==> config.mk <==
export PLATFORM = sky130hd
export DESIGN_NAME = frame_fetch_flat
export DESIGN_NICKNAME = d
export VERILOG_FILES = /design/src/rtl/frame_fetch_if.sv /design/src/rtl/frame_fetch.sv /design/src/flat_wrapper.sv
export SDC_FILE = /design/constraint.sdc
export NUM_CORES = 1
export LEC_CHECK = 0
export ABC_AREA = 1
export CAP_MARGIN = 0
export CORE_ASPECT_RATIO = 0.6
export CORE_MARGIN = 4
export CORE_UTILIZATION = 50
export DETAILED_ROUTE_END_ITERATION = 10
export MAX_ROUTING_LAYER = met4
export PLACE_DENSITY = 0.83
export SLEW_MARGIN = 40
export SYNTH_ARGS = -nofsm -noshare
export SYNTH_HDL_FRONTEND = slang
export SYNTH_SLANG_ARGS = --single-unit
export TNS_END_PERCENT = 20
==> constraint.sdc <==
create_clock -name clk -period 1.95 [get_ports clk]
set_input_delay 0.195 -clock clk [delete_from_list [all_inputs] [get_ports clk]]
set_output_delay 0.195 -clock clk [all_outputs]
set_load 0.01 [all_outputs]
==> src/rtl/frame_fetch_if.sv <==
// rtl/frame_fetch_if.sv - pixel read and RP2040 strobe signals of the frame fetch stage
//
// Purpose: bundles the VGA-side pop interface and the RP2040 frame-buffer pins.
// Signals:
//   frame_start           VGA timing -> fetch: 1-cycle restart pulse
//   pix_rd                VGA -> fetch: pop head pixel this cycle
//   pix_data[3:0]         fetch -> VGA: head gray value (0 when empty)
//   pix_valid             fetch -> VGA: FIFO not empty
//   underflow             fetch -> VGA: sticky pop-while-empty flag
//   frame_reset_out       fetch -> RP2040: rewind frame pointer
//   frame_next_pixel_out  fetch -> RP2040: advance and present next pixel
//   frame_pixel_in[3:0]   RP2040 -> fetch: pixel nibble
// Modports: slave = the fetch block, master = its environment.

interface frame_fetch_if;
  logic       frame_start;
  logic       pix_rd;
  logic [3:0] pix_data;
  logic       pix_valid;
  logic       underflow;
  logic       frame_reset_out;
  logic       frame_next_pixel_out;
  logic [3:0] frame_pixel_in;

  modport slave (
    input  frame_start, pix_rd, frame_pixel_in,
    output pix_data, pix_valid, underflow, frame_reset_out, frame_next_pixel_out
  );

  modport master (
    output frame_start, pix_rd, frame_pixel_in,
    input  pix_data, pix_valid, underflow, frame_reset_out, frame_next_pixel_out
  );
endinterface

==> src/rtl/frame_fetch.sv <==
// rtl/frame_fetch.sv - RP2040 pixel prefetch FIFO feeding the VGA pixel output
//
// Purpose: strobes the RP2040 frame buffer (reset / next pixel), samples the
// returned gray nibble after a settle delay and queues it in a small show-ahead
// FIFO so the VGA stage can pop one pixel per slot with zero latency.
// Ports:
//   clk    system clock
//   rst_n  asynchronous active-low reset
//   bus    frame_fetch_if.slave (frame_start, pix_rd, pix_data, pix_valid,
//          underflow, frame_reset_out, frame_next_pixel_out, frame_pixel_in)
// Parameters: DEPTH (FIFO entries, power of 2), SETTLE (cycles from strobe to
// sample), RST_CYCLES (frame_reset_out high time).

module frame_fetch #(
  parameter int DEPTH      = 4,
  parameter int SETTLE     = 2,
  parameter int RST_CYCLES = 4
) (
  input  logic         clk,
  input  logic         rst_n,
  frame_fetch_if.slave bus
);

  localparam int AW   = $clog2(DEPTH);
  localparam int CMAX = (RST_CYCLES > SETTLE) ? RST_CYCLES : SETTLE;
  localparam int CW   = $clog2(CMAX + 1);

  localparam logic [AW:0]   FULL_CNT    = DEPTH[AW:0];
  localparam logic [CW-1:0] RST_LAST    = CW'(RST_CYCLES - 1);
  localparam logic [CW-1:0] SETTLE_LAST = CW'(SETTLE - 1);

  typedef enum logic [2:0] {
    S_IDLE,
    S_RST,
    S_REQ,
    S_WAIT,
    S_CAP
  } state_t;

  state_t        state, state_n;
  logic [CW-1:0] cnt, cnt_n;
  logic          reset_q, next_q;

  logic [3:0]    mem [DEPTH];
  logic [AW-1:0] rd_ptr, wr_ptr;
  logic [AW:0]   count;
  logic          underflow_q;
  logic          empty, room, wr_en, rd_en;

  assign empty = (count == '0);
  // Nothing is in flight while in REQ, so the reservation check reduces to
  // count < DEPTH; the slot then stays reserved through WAIT/CAP because only
  // pops can change count meanwhile.
  assign room  = (count < FULL_CNT);
  assign rd_en = bus.pix_rd && !empty && !bus.frame_start;

  always_comb begin
    state_n = state;
    cnt_n   = cnt + 1'b1;
    wr_en   = 1'b0;
    case (state)
      S_IDLE: cnt_n = '0;
      S_RST: begin
        if (cnt == RST_LAST) begin
          state_n = S_REQ;
          cnt_n   = '0;
        end
      end
      S_REQ: begin
        cnt_n = '0;
        if (room) state_n = S_WAIT;
      end
      S_WAIT: begin
        if (cnt == SETTLE_LAST) begin
          state_n = S_CAP;
          cnt_n   = '0;
        end
      end
      S_CAP: begin
        cnt_n   = '0;
        wr_en   = 1'b1;
        state_n = S_REQ;
      end
      default: begin
        state_n = S_IDLE;
        cnt_n   = '0;
      end
    endcase
    // A restart overrides everything, including a capture due this cycle.
    if (bus.frame_start) begin
      state_n = S_RST;
      cnt_n   = '0;
      wr_en   = 1'b0;
    end
  end

  // Strobes are decoded from the next state so they are plain flops: reset is
  // high for exactly the RST cycles, next_pixel for the first WAIT cycle only.
  always_ff @(posedge clk or negedge rst_n) begin
    if (!rst_n) begin
      state   <= S_IDLE;
      cnt     <= '0;
      reset_q <= 1'b0;
      next_q  <= 1'b0;
    end else begin
      state   <= state_n;
      cnt     <= cnt_n;
      reset_q <= (state_n == S_RST);
      next_q  <= (state == S_REQ) && (state_n == S_WAIT);
    end
  end

  always_ff @(posedge clk or negedge rst_n) begin
    if (!rst_n) begin
      rd_ptr      <= '0;
      wr_ptr      <= '0;
      count       <= '0;
      underflow_q <= 1'b0;
    end else if (bus.frame_start) begin
      rd_ptr      <= '0;
      wr_ptr      <= '0;
      count       <= '0;
      underflow_q <= 1'b0;
    end else begin
      if (wr_en) wr_ptr <= wr_ptr + 1'b1;
      if (rd_en) rd_ptr <= rd_ptr + 1'b1;
      // A pop on an empty FIFO never counts, so a same-cycle capture still
      // lands and leaves one entry.
      case ({wr_en, rd_en})
        2'b10:   count <= count + 1'b1;
        2'b01:   count <= count - 1'b1;
        default: count <= count;
      endcase
      if (bus.pix_rd && empty) underflow_q <= 1'b1;
    end
  end

  always_ff @(posedge clk) begin
    if (wr_en) mem[wr_ptr] <= bus.frame_pixel_in;
  end

  assign bus.pix_data             = empty ? 4'h0 : mem[rd_ptr];
  assign bus.pix_valid            = !empty;
  assign bus.underflow            = underflow_q;
  assign bus.frame_reset_out      = reset_q;
  assign bus.frame_next_pixel_out = next_q;

endmodule

==> src/flat_wrapper.sv <==
// flat-port wrapper written by rule: the top's interface ports become plain ports
module frame_fetch_flat 
#(
  parameter int DEPTH      = 4,
  parameter int SETTLE     = 2,
  parameter int RST_CYCLES = 4
)
  (clk, rst_n, bus_frame_start, bus_pix_rd, bus_frame_pixel_in, bus_pix_data, bus_pix_valid, bus_underflow, bus_frame_reset_out, bus_frame_next_pixel_out);
  frame_fetch_if bus_i ();
  input  logic clk;
  input  logic rst_n;
  input wire logic [$bits(bus_i.frame_start)-1:0] bus_frame_start;
  input wire logic [$bits(bus_i.pix_rd)-1:0] bus_pix_rd;
  input wire logic [$bits(bus_i.frame_pixel_in)-1:0] bus_frame_pixel_in;
  output wire logic [$bits(bus_i.pix_data)-1:0] bus_pix_data;
  output wire logic [$bits(bus_i.pix_valid)-1:0] bus_pix_valid;
  output wire logic [$bits(bus_i.underflow)-1:0] bus_underflow;
  output wire logic [$bits(bus_i.frame_reset_out)-1:0] bus_frame_reset_out;
  output wire logic [$bits(bus_i.frame_next_pixel_out)-1:0] bus_frame_next_pixel_out;
  assign bus_i.frame_start = bus_frame_start;
  assign bus_i.pix_rd = bus_pix_rd;
  assign bus_i.frame_pixel_in = bus_frame_pixel_in;
  assign bus_pix_data = bus_i.pix_data;
  assign bus_pix_valid = bus_i.pix_valid;
  assign bus_underflow = bus_i.underflow;
  assign bus_frame_reset_out = bus_i.frame_reset_out;
  assign bus_frame_next_pixel_out = bus_i.frame_next_pixel_out;
  frame_fetch #(.DEPTH(DEPTH), .SETTLE(SETTLE), .RST_CYCLES(RST_CYCLES)) u_core (.clk(clk), .rst_n(rst_n), .bus(bus_i));
endmodule
==> impl_metrics.ini <==
[cts]
clk_latency_ns = 0.28
numCtsBuffers = 5
cts.path.max_buffers = 2
htree_levels = 2
clk_pin_slew_ns = 0.07
cts_tree = yes
ctsHoldBuffers = 0
clock-root-buffer = clkbuf_8
cts_sinks = 32

[detailed_routing]
drc = 0
firstDrtPassIters = 4
wl_per_cell_um = 12.7
vias = 1217
ant_nets = 0
drt-vias-per-instance = 5.11
wl_mm = 3.03
drtIter0Drc = 101

[yosys]
synth_seq_cells = 32
syn_area_per_cell_sq_um = 9.50
syn_inst = 166
ys_types = 22
ys_seq_area_share_pct = 55.9
yosys_warnings = 0
synth_fp_nets = 184
synth_area_sq_um = 1580

[critical_path]
r2r-start = u_core.state[0]$_DFF_PN0_
critPathKind = reg2out
reg2reg_slack_ns = 0.14
arrival_ns = 1.73
critPathRequiredTime_ns = 1.75
regToRegEndpoint = u_core.count[2]$_DFFE_PN0P_
cp-startpoint = u_core.rd_ptr[0]$_DFFE_PN0P_
ff2ff_path_depth = 10
startpoint_type = flip-flop
crit_end = bus_pix_data[3]
crit_path_end_kind = output pin
crit_fanout = 10

[power]
pwr-share-comb_pct = 21.1
internal_power_mw = 1.18
power_frac_clock_pct = 31.0
switching_share_pct = 29.7
total_power_mw = 1.68
p_leak_nw = 0.881
ir_drop_mv = 0.595
netSwitchingPower_mw = 0.497
p_seq_share_pct = 47.8
power.density_nw_per_um2 = 865

[cells_and_area]
final_nets = 213
post-route-util_pct = 65.7
final_cell_mix = 29 x nor2_1, 22 x inv_1, 21 x nand2_1
antenna_cells = 0
stdcell_area_sq_um = 1940
syn2layout_area_growth_pct = 22.9
fillers = 209
layout_commonest_cell = nor2_1
drive_gt1_share_pct = 16.3

[timing]
rsz0062_at_grt = no
tns_ns = 0
finalHoldViolCount = 0
finalCritPeriodShare_pct = 98.9
finalSetupViolations = 0
slew_viol_final = 0
fin_crit_ns = 1.93
relSlewSlack_pct = 78.4
fmax_ghz = 0.519
clock-skew-final_ns = 0.00546
worstMarginPinSlew_ns = 0.321

[global_routing]
grt_max_degree = 17
grt_pass1_wl_mm = 5.20
grt-ovfl-total = 0
grt_pass1_vias = 1189
grt_antenna_before_repair = 0
grt_usage_pct = 17.2

[place]
gp_congestion = 0.845
port_buffers = 15
dp_hpwl_mm = 2.31
dpl_cell_area_sq_um = 1820

[outcome]
status = completed

[floorplanning]
num_rows = 15
die_area_sq_um = 4140
start_util_pct = 53.5
die_w_um = 80.5
pin_count = 16
core-area_sq_um = 2950
die_h_um = 51.5

[run]
maxCapViolations = 0

[worst_hold_path]
hold_class = in2async
==> area by class of cell <==
cell class	count	area, sq um	share of cell area (%)
clock buffers	6	82.6	4.26
clock inverters	2	10.0	0.517
inverters	26	97.6	5.04
multi-input cells	106	591	30.5
flip-flops and latches	32	882	45.5
well taps	42	52.6	2.71
repair buffers	24	221	11.4
==> state kept, by name (all words and copies together) (netlist names) <==
register and flops:
u_core.count 3, u_core.state 3, u_core.rd_ptr 2, u_core.wr_ptr 2, u_core.cnt 3, u_core.mem 16, u_core.bus.underflow 1, u_core.bus.frame_reset_out 1
u_core.bus.frame_next_pixel_out 1
==> cell families after synthesis <==
logic type               synth area share (%)
AO/OA/AOI/OAI                            10.2
XOR/XNOR                                0.556
adder cells (fa/ha/maj)                  8.41
buffers and inverters                    6.83
flip-flops                               55.9
AND/OR/NAND/NOR                          18.2
==> critical path, stage by stage, from the launching register on <==
cell	delay, ns
dfrtp_2	0.49
inv_2	0.16
o21ai_0	0.11
a21oi_1	0.15
clkdlybuf4s50_1	0.55
==> stage by stage <==
stage / std cells / setup slack, ns / hold slack [ns]
after floorplan: 166 / 0.230 / -0.101
after global placement: 228 / 0.108 / 0.499
after detailed placement: 228 / 0.0126 / 0.511
after CTS: 238 / 0.0291 / 0.239
after global routing: 238 / 0.00210 / 0.256
final: 238 / 0.0223 / 0.232
==> routing by layer <==
| metal | vias up | part of all wire [%] | GRT usage (%) |
|---|---|---|---|
| li1 | 594 | - | - |
| met1 | 581 | 48 | 21.1 |
| met2 | 38 | 45 | 27.7 |
| met3 | 4 | 6.3 | 6.23 |
| met4 | 0 | 1.3 | 3.65 |
| met5 | - | 0 | - |
==> synthesized netlist by cell type (all sizes together) <==
library cell,count,share of area (%)
a21boi,1,0.71
inv,26,6.2
fa,1,1.3
or2,1,0.40
nor2,33,8.3
nand4,1,0.40
nor3,4,1.3
nand3,6,1.9
edfxtp,16,30
nand2,22,5.4
dfrtp,16,25
o21ai,12,3.8
ha,9,7.1
buf,2,0.63
xor2,1,0.56
a21oi,14,5.6
nand3b,1,0.48
==> worst min-delay path by stage <==
| stage | end | slack, ns | startpoint |
|---|---|---|---|
| floorplan | u_core.bus.frame_next_pixel_out$_DFF_PN0_ | -0.10 | rst_n |
| global route | u_core.bus.frame_reset_out$_DFF_PN0_ | 0.26 | rst_n |
| finish | u_core.cnt[1]$_DFF_PN0_ | 0.23 | rst_n |
| detailed placement | u_core.cnt[0]$_DFF_PN0_ | 0.51 | u_core.cnt[0]$_DFF_PN0_ |
| global placement | u_core.cnt[0]$_DFF_PN0_ | 0.50 | u_core.cnt[0]$_DFF_PN0_ |
| CTS | u_core.cnt[0]$_DFF_PN0_ | 0.24 | rst_n |
==> repair_timing <==
action | in CTS | in global routing
setup endpoints to repair | 4 | 3
setup buffers | 2 | 0
resized for setup | 4 | 3
hold endpoints to repair | 0 | 0
==> power by group through the flow <==
stage	Sequential [mW]	Combinational (mW)	Clock (mW)
global placement	0.810	0.334	0
floorplan	0.802	0.229	0
CTS	0.799	0.354	0.523
global route	0.807	0.410	0.561
finish	0.801	0.354	0.520
detailed placement	0.812	0.348	0
Power figures use the tool's default switching activity.
